==> src/rtl/bitlog_pkg.sv <==
// Shared types and constants for the bit-log dump path.
package bitlog_pkg;

  typedef enum logic [1:0] {
    IDLE   = 2'd0,
    READ   = 2'd1,
    SEND   = 2'd2,
    FINISH = 2'd3
  } state_t;

  localparam int BYTES_PER_ENTRY     = 4;
  localparam int DEFAULT_INDEX_WIDTH = 9;

endpackage

==> src/rtl/bitlog_dumper_word_serializer.sv <==
// Holds one 32-bit log word and offers it downstream byte by byte,
// little-endian, with a valid/ready handshake.
module word_serializer
  import bitlog_pkg::*;
(
  input  logic        clk,
  input  logic        reset,
  input  logic        load,
  input  logic [31:0] loadWord,
  input  logic        txReady,
  output logic        txValid,
  output logic [7:0]  txData,
  output logic        lastAccepted
);

  localparam logic [1:0] LAST_BYTE = 2'(BYTES_PER_ENTRY - 1);

  logic [31:0] holdingReg;
  logic [1:0]  byteCountReg;
  logic        validReg;
  logic        transfer;

  assign transfer     = validReg & txReady;
  assign lastAccepted = transfer && (byteCountReg == LAST_BYTE);
  assign txValid      = validReg;
  // Data is forced to zero whenever nothing is offered.
  assign txData       = validReg ? holdingReg[{byteCountReg, 3'b000} +: 8] : 8'h00;

  always_ff @(posedge clk or negedge reset) begin
    if (!reset) begin
      holdingReg   <= '0;
      byteCountReg <= '0;
      validReg     <= 1'b0;
    end else if (load) begin
      holdingReg   <= loadWord;
      byteCountReg <= '0;
      validReg     <= 1'b1;
    end else if (transfer) begin
      if (byteCountReg == LAST_BYTE) begin
        validReg <= 1'b0;
      end else begin
        byteCountReg <= byteCountReg + 2'd1;
      end
    end
  end

endmodule

==> src/rtl/bitlog_dumper.sv <==
// Walks the length log from index 0 up to the latched count and streams
// every 32-bit entry out as four bytes.
module bitlog_dumper
  import bitlog_pkg::*;
#(
  parameter int INDEX_WIDTH = DEFAULT_INDEX_WIDTH
) (
  input  logic                   clk,
  input  logic                   reset,
  input  logic                   start,
  input  logic [INDEX_WIDTH:0]   entryCount,
  output logic                   readEnable,
  output logic [INDEX_WIDTH-1:0] readIndex,
  input  logic [31:0]            readData,
  input  logic                   readWait,
  output logic                   txValid,
  output logic [7:0]             txData,
  input  logic                   txReady,
  output logic                   busy,
  output logic                   done
);

  localparam logic [INDEX_WIDTH:0] MAX_COUNT = {1'b1, {INDEX_WIDTH{1'b0}}};

  state_t                 stateReg, stateNext;
  logic [INDEX_WIDTH-1:0] indexReg, indexNext;
  logic [INDEX_WIDTH:0]   countReg, countNext;
  logic                   load;
  logic                   lastAccepted;
  logic                   lastEntry;

  assign lastEntry = ({1'b0, indexReg} == (countReg - 1'b1));

  always_comb begin
    stateNext = stateReg;
    indexNext = indexReg;
    countNext = countReg;
    load      = 1'b0;
    case (stateReg)
      IDLE: begin
        if (start) begin
          indexNext = '0;
          countNext = (entryCount > MAX_COUNT) ? MAX_COUNT : entryCount;
          stateNext = (entryCount == '0) ? FINISH : READ;
        end
      end
      READ: begin
        if (!readWait) begin
          load      = 1'b1;
          stateNext = SEND;
        end
      end
      SEND: begin
        // Going back through SEND always leaves readEnable low for a cycle.
        if (lastAccepted) begin
          if (lastEntry) begin
            stateNext = FINISH;
          end else begin
            indexNext = indexReg + 1'b1;
            stateNext = READ;
          end
        end
      end
      FINISH: stateNext = IDLE;
      default: stateNext = IDLE;
    endcase
  end

  always_ff @(posedge clk or negedge reset) begin
    if (!reset) begin
      stateReg <= IDLE;
      indexReg <= '0;
      countReg <= '0;
    end else begin
      stateReg <= stateNext;
      indexReg <= indexNext;
      countReg <= countNext;
    end
  end

  assign readEnable = (stateReg == READ);
  assign readIndex  = indexReg;
  assign busy       = (stateReg != IDLE);
  assign done       = (stateReg == FINISH);

  word_serializer serializer (
    .clk          (clk),
    .reset        (reset),
    .load         (load),
    .loadWord     (readData),
    .txReady      (txReady),
    .txValid      (txValid),
    .txData       (txData),
    .lastAccepted (lastAccepted)
  );

endmodule

==> config.mk <==
export PLATFORM = sky130hd
export DESIGN_NAME = bitlog_dumper
export DESIGN_NICKNAME = d
export VERILOG_FILES = /design/src/rtl/bitlog_pkg.sv /design/src/rtl/bitlog_dumper_word_serializer.sv /design/src/rtl/bitlog_dumper.sv
export SDC_FILE = /design/constraint.sdc
export NUM_CORES = 1
export LEC_CHECK = 0
export ABC_AREA = 1
export ABC_CLOCK_PERIOD_IN_PS = 2000
export CORE_UTILIZATION = 51
export DETAILED_ROUTE_END_ITERATION = 10
export PLACE_DENSITY = 0.8
export SLEW_MARGIN = 25
export SYNTH_ARGS = -nofsm -noshare
export SYNTH_HDL_FRONTEND = slang
export SYNTH_SLANG_ARGS = --single-unit
==> constraint.sdc <==
create_clock -name clk -period 2 [get_ports clk]
set_clock_uncertainty 0.15 [all_clocks]
set_input_delay 0.2 -clock clk [delete_from_list [all_inputs] [get_ports clk]]
set_output_delay 0.2 -clock clk [all_outputs]
set_load 0.01 [all_outputs]
==> Word-level counts from Yosys, hierarchy flattened <==
Index checks and enable logic that the tools add are counted.
{ "word_totals": {"elab_cells": 54, "ff_bits": 56, "inputBits": 47, "out_inout_bits": 21} }
{ "op_classes": {"n_addsub": 3, "reduce_logical": 12, "eq_ne": 10, "magnitude_cmp": 1, "shifts": 1, "bitwise_logic": 1, "mux": 20} }
{ "op_table": {"columns": ["operator", "count"], "rows": [
  ["$shiftx 32x6->8", 1],
  ["$mux 9", 3],
  ["$pmux 9 s2", 1],
  ["$mux 2", 8],
  ["$eq 9x10->1", 1],
  ["$gt 10x10->1 const B", 1],
  ["$logic_not 10->1", 1],
  ["$mux 10", 1],
  ["$ne 2x2->1 const B", 5],
  ["$sub 10x1->10 const B", 1],
  ["$add 9x1->9 const B", 1],
  ["$mux 8", 1],
  ["$pmux 2 s4", 1],
  ["$reduce_bool 2->1", 4],
  ["$eq 2x2->1 const B", 3],
  ["$reduce_and 2->1", 3],
  ["$mux 1", 5],
  ["$reduce_and 4->1", 1],
  ["$reduce_and 3->1", 1],
  ["$add 2x1->2 const B", 1],
  ["$eq 2x1->1 const B", 1],
  ["$logic_not 2->1", 1],
  ["$and 1x1->1", 1],
  ["$logic_and 1x1->1", 1]
]} }

==> Logic depth before layout (Yosys ltp) <==
{ "logic_depth": {"depth_word": 5, "ltp_mapped": 13, "mapped_depth_nobuf": 13} }

==> Cells and area by module <==
Synthesis repeated with hierarchy kept, for this count alone.
{ "hier_totals": {"cells_unflattened": 441, "hier_area_um2": 3311.9} }
{ "modules_own_cells": {"columns": ["module", "seq_area_each_um2", "cells_per_inst", "area_each_um2", "n_inst"], "rows": [
  ["word_serializer", 875.8, 213, 1769.2, 1],
  ["bitlog_dumper", 525.5, 228, 1542.7, 1]
]} }

==> Worst setup path before layout <==
Ideal clock, no wire load.
{ "synth_timing": {"path_type": "register to register", "from": "reg countReg[0]", "to": "reg indexReg[2] (netlist: readIndex[2])", "path_buffers": 1, "t_arrival_ns": 1.483, "path_stages_with_launch": 14, "t_required_ns": 1.733, "setup_time_ns": 0.117, "slack_ns": 0.250, "synth_period_minus_slack_ns": 1.750, "cell_sequence": "dfrtp_1 > inv_1 > ha_1 > inv_1 > nand2_1 > nand2_1 > nand3_1 > nor2_1 > nand2_1 > nor2_2 > nand3_2 > buf_6 > nand3_1 > nand2_1"} }
{ "synth_via": {"elab_chain_len": 4} }
{ "synth_rtl": {"columns": ["element", "line_no", "text"], "rows": [
  ["start: declaration", "bitlog_dumper.sv:27", "logic [INDEX_WIDTH:0] countReg, countNext;"],
  ["start signal: assignment", "bitlog_dumper.sv:77", "countReg <= countNext;"],
  ["$sub 10x1->10", "bitlog_dumper.sv:32", "assign lastEntry = ({1'b0, indexReg} == (countReg - 1'b1));"],
  ["$eq 9x10->1", "bitlog_dumper.sv:32", null],
  ["$ne 2x2->1 (no line)", null, null],
  ["$reduce_and 4->1 (no line)", null, null],
  ["end signal: assignment", "bitlog_dumper.sv:76", "indexReg <= indexNext;"],
  ["end: declaration", "bitlog_dumper.sv:26", "logic [INDEX_WIDTH-1:0] indexReg, indexNext;"]
]} }
Every way passes these cells.
A chain may end at the register's enable or synchronous reset.

==> Worst setup path in the final report <==
{ "layout_timing": {"from": "reg countReg[1]", "to": "reg indexReg[1] (netlist: readIndex[1])"} }
Same word-level chain as after synthesis.

==> out/metrics.yaml <==
routing:
  dr_total_vias: 3043
  vias_per_cell: 5.15
  drc_errors: 0
  firstDrtPassIters: 5
  wl_um: 7610
  ant_nets: 0
  wl_per_cell_um: 12.9
  drtIter0Drc: 256
floorplanning:
  ios: 68
  floorplan.initialDensity: 0.527
  dieArea_um2: 6400
  die_w_um: 80.0
  placementRows: 28
  die_h_um: 80.0
  coreArea_um2: 5890
clocking:
  insertion_delay_ns: 0.31
  ctsHtreeMaxLevel: 2
  clock_sinks: 56
  root_buffer: "clkbuf_8"
  cts_tree: "done"
  cts_buffers: 5
  cts_buffer_depth: 2
  cts.clk_slew.worst_paths_ns: 0.10
place:
  placed_area_um2: 3900
  gp_congestion: 0.878
  io_buffers: 67
  hpwlAfterDp_um: 5660
  place_inst: 578
final_layout:
  final_cell_mix: "nand2_1 (162), nor2_1 (61), clkdlybuf4s50_1 (58)"
  drive_above_1_share: 0.118
  antennaDiodeCount: 0
  nNetsFinal: 565
  final_common_cell: "nand2_1"
  stdcell_count: 591
  syn_to_final_growth_pct: 31.6
  fin_area_um2: 4080
logic_synthesis:
  synthMuxAreaShare: 0
  netlist_instances: 436
  synthAdderAreaFrac: 0.0121
  syn_nets: 486
  syn_area_per_cell_um2: 7.11
  synth_top_family_by_area: "simple AND/OR/NAND/NOR gates"
  synth-simple-area-share: 0.359
  synth-compound-area-share: 0.0843
  ys_seq_area_frac: 0.452
  synthDistinctLibCells: 31
  ys_ff_latch: 56
  yosys_warnings: 0
  syn_area_um2: 3100
  yosys.area_share.xor_xnor: 0.0226
grt:
  antenna_found_initial: 0
  grt_usage: 0.251
  gr-total-overflow: 0
  grt_pass1_vias: 2811
  grt_pass1_wl_um: 12500
  grt_max_degree: 36
setup_path:
  cp-end-kind: "flop"
  timing.rr.end: "readIndex[1]"
  crit_top_cell: "nand2_1"
  cp_max_fo: 7
  crit_arrival_ns: 2.03
  r2r_setup_slack_ns: 0.08
  r2r_cells: 13
  cp_slowest_cell: "dfrtp_1"
  crit_path_start_kind: "flop"
  worstSetupPathType: "flop to flop"
  worstPathCellList: "inv_2 -> ha_4 -> inv_2 -> nand2_1 -> nand2_1 -> nand3_1 -> nor2_1 -> nand2_1 -> nor2_4 -> nand3_4 -> nand2_4 -> nand2_1 -> nand2_1"
  max_stage_delay_ns: 0.41
  regToRegStartpoint: "countReg[1]"
  crit_required_ns: 2.11
power_and_ir_drop:
  swShare: 0.459
  clockPowerShare: 0.106
  seqPwrFrac: 0.330
  p_switching_uw: 2710
  powerDensity_nw_per_um2: 1450
  intPower_uw: 3190
  combPwrFrac: 0.564
  p_leak_uw: 0.00199
  ir_drop_mv: 0.860
  total_power_uw: 5900
sta:
  slew_headroom: 0.636
  setup_viol: 0
  finalCriticalPeriod_ns: 1.92
  rsz0062_at_grt: "true"
  worstMarginPinSlew_ns: 0.545
  max_freq_ghz: 0.521
  finalHoldViolCount: 0
  drv_slew: 0
  fin_crit_sh: 0.960
min_path:
  hold_path_class: "input port to asynchronous set/reset pin"
run:
  drv_cap: 0
status:
  status: "finished, final reports clean"
power groups by stage:
stage	Combinational (µW)	Sequential [µW]	Clock, µW
floorplan	2050	1870	0
global placement	3010	1930	0
detailed placement	3120	1950	0
CTS	3060	1930	630
global route	3700	2000	684
finish	3320	1950	626
how the worst max path moves through the flow:
stage,start,to,slack (ns),cells after the start
global route,countReg[1],readIndex[1],-0.05,13
CTS,countReg[1],readIndex[1],0.02,12
detailed placement,serializer.byteCountReg[0],txData[3],-0.03,5
global placement,serializer.byteCountReg[0],txData[3],0.01,5
finish,countReg[1],readIndex[1],0.08,13
floorplan,countReg[0],readIndex[2],0.25,13
registers in the layout, summed over array words and instances (netlist names):
| name | flops |
|---|---|
| serializer.holdingReg | 32 |
| serializer.byteCountReg | 2 |
| serializer.txValid | 1 |
| readIndex | 9 |
| stateReg | 2 |
| countReg | 10 |
layer usage:
| metal | GRT usage | part of all wire |
|---|---|---|
| met3 | 0.0400 | 0.056 |
| met5 | 0 | 0 |
| met2 | 0.406 | 0.48 |
| met1 | 0.349 | 0.45 |
| met4 | 0.0696 | 0.014 |
cell families after synthesis:
group	after synthesis
and+or+nand+nor	270
DFF	56
adders and majority gates	3
xor gates and xnor gates	8
AOI/OAI and AO/OA	48
buffers and inverters	51
through the flow:
stage | util | TNS [ns] | setup slack, ns | hold slack [ns]
2_1_floorplan | - | 0 | 0.250 | -0.246
3_3_place_gp | 0.662 | 0 | 0.0119 | -0.0302
3_5_place_dp | 0.662 | -0.0870 | -0.0278 | -0.0300
4_1_cts | 0.679 | 0 | 0.0158 | 0.161
5_1_grt | 0.693 | -0.322 | -0.0465 | 0.194
6_report | 0.693 | 0 | 0.0799 | 0.157
cell usage after synthesis:
master | n | area, µm²
clkbuf_1 | 3 | 11.3
a21boi_2 | 1 | 11.3
xor2_1 | 5 | 43.8
o31ai_1 | 2 | 15.0
nor2_4 | 3 | 33.8
o21ai_0 | 28 | 140
nand2_1 | 166 | 623
o22ai_1 | 5 | 31.3
nand4_1 | 2 | 12.5
or2_4 | 1 | 8.76
buf_6 | 2 | 22.5
ha_1 | 3 | 37.5
nor2_2 | 4 | 25.0
nand2_2 | 3 | 18.8
nor2_1 | 64 | 240
nand3_2 | 1 | 10.0
nor3b_1 | 1 | 7.51
a31o_2 | 1 | 8.76
nor3_1 | 3 | 15.0
nand2_4 | 1 | 11.3
xnor2_1 | 3 | 26.3
clkinv_1 | 2 | 7.51
buf_2 | 8 | 40.0
and2_1 | 1 | 6.26
inv_1 | 33 | 124
a21oi_1 | 10 | 50.1
o21ai_1 | 1 | 5.00
or2_2 | 1 | 6.26
inv_2 | 3 | 11.3
nand3_1 | 19 | 95.1
dfrtp_1 | 56 | 1400
layout make-up:
type	count	area, µm²
multi-input combinational	331	1560
timing repair buffer	83	786
sequential	56	1400
clock inverter	2	16.3
fill	496	1810
inverter	38	149
clock buffer	6	72.6
tap	75	93.8
worst max-delay path: cells and delay by family (launching register included):
family	cells	cell delay [ns]
buffers and inverters	2	0.13
adders and majority gates	1	0.20
and+or+nand+nor	10	0.98
DFF	1	0.41
what timing repair did:
| action | CTS | global route |
|---|---|---|
| endpoints found under the hold margin | 56 | 0 |
| pin swaps | 0 | 12 |
| hold buffers | 1 | 0 |
| setup buffers | 0 | 2 |
| resized for setup | 12 | 27 |
| cloned | 0 | 2 |
| endpoints found under the setup margin | 17 | 19 |
(Power assumes the default switching activity.)
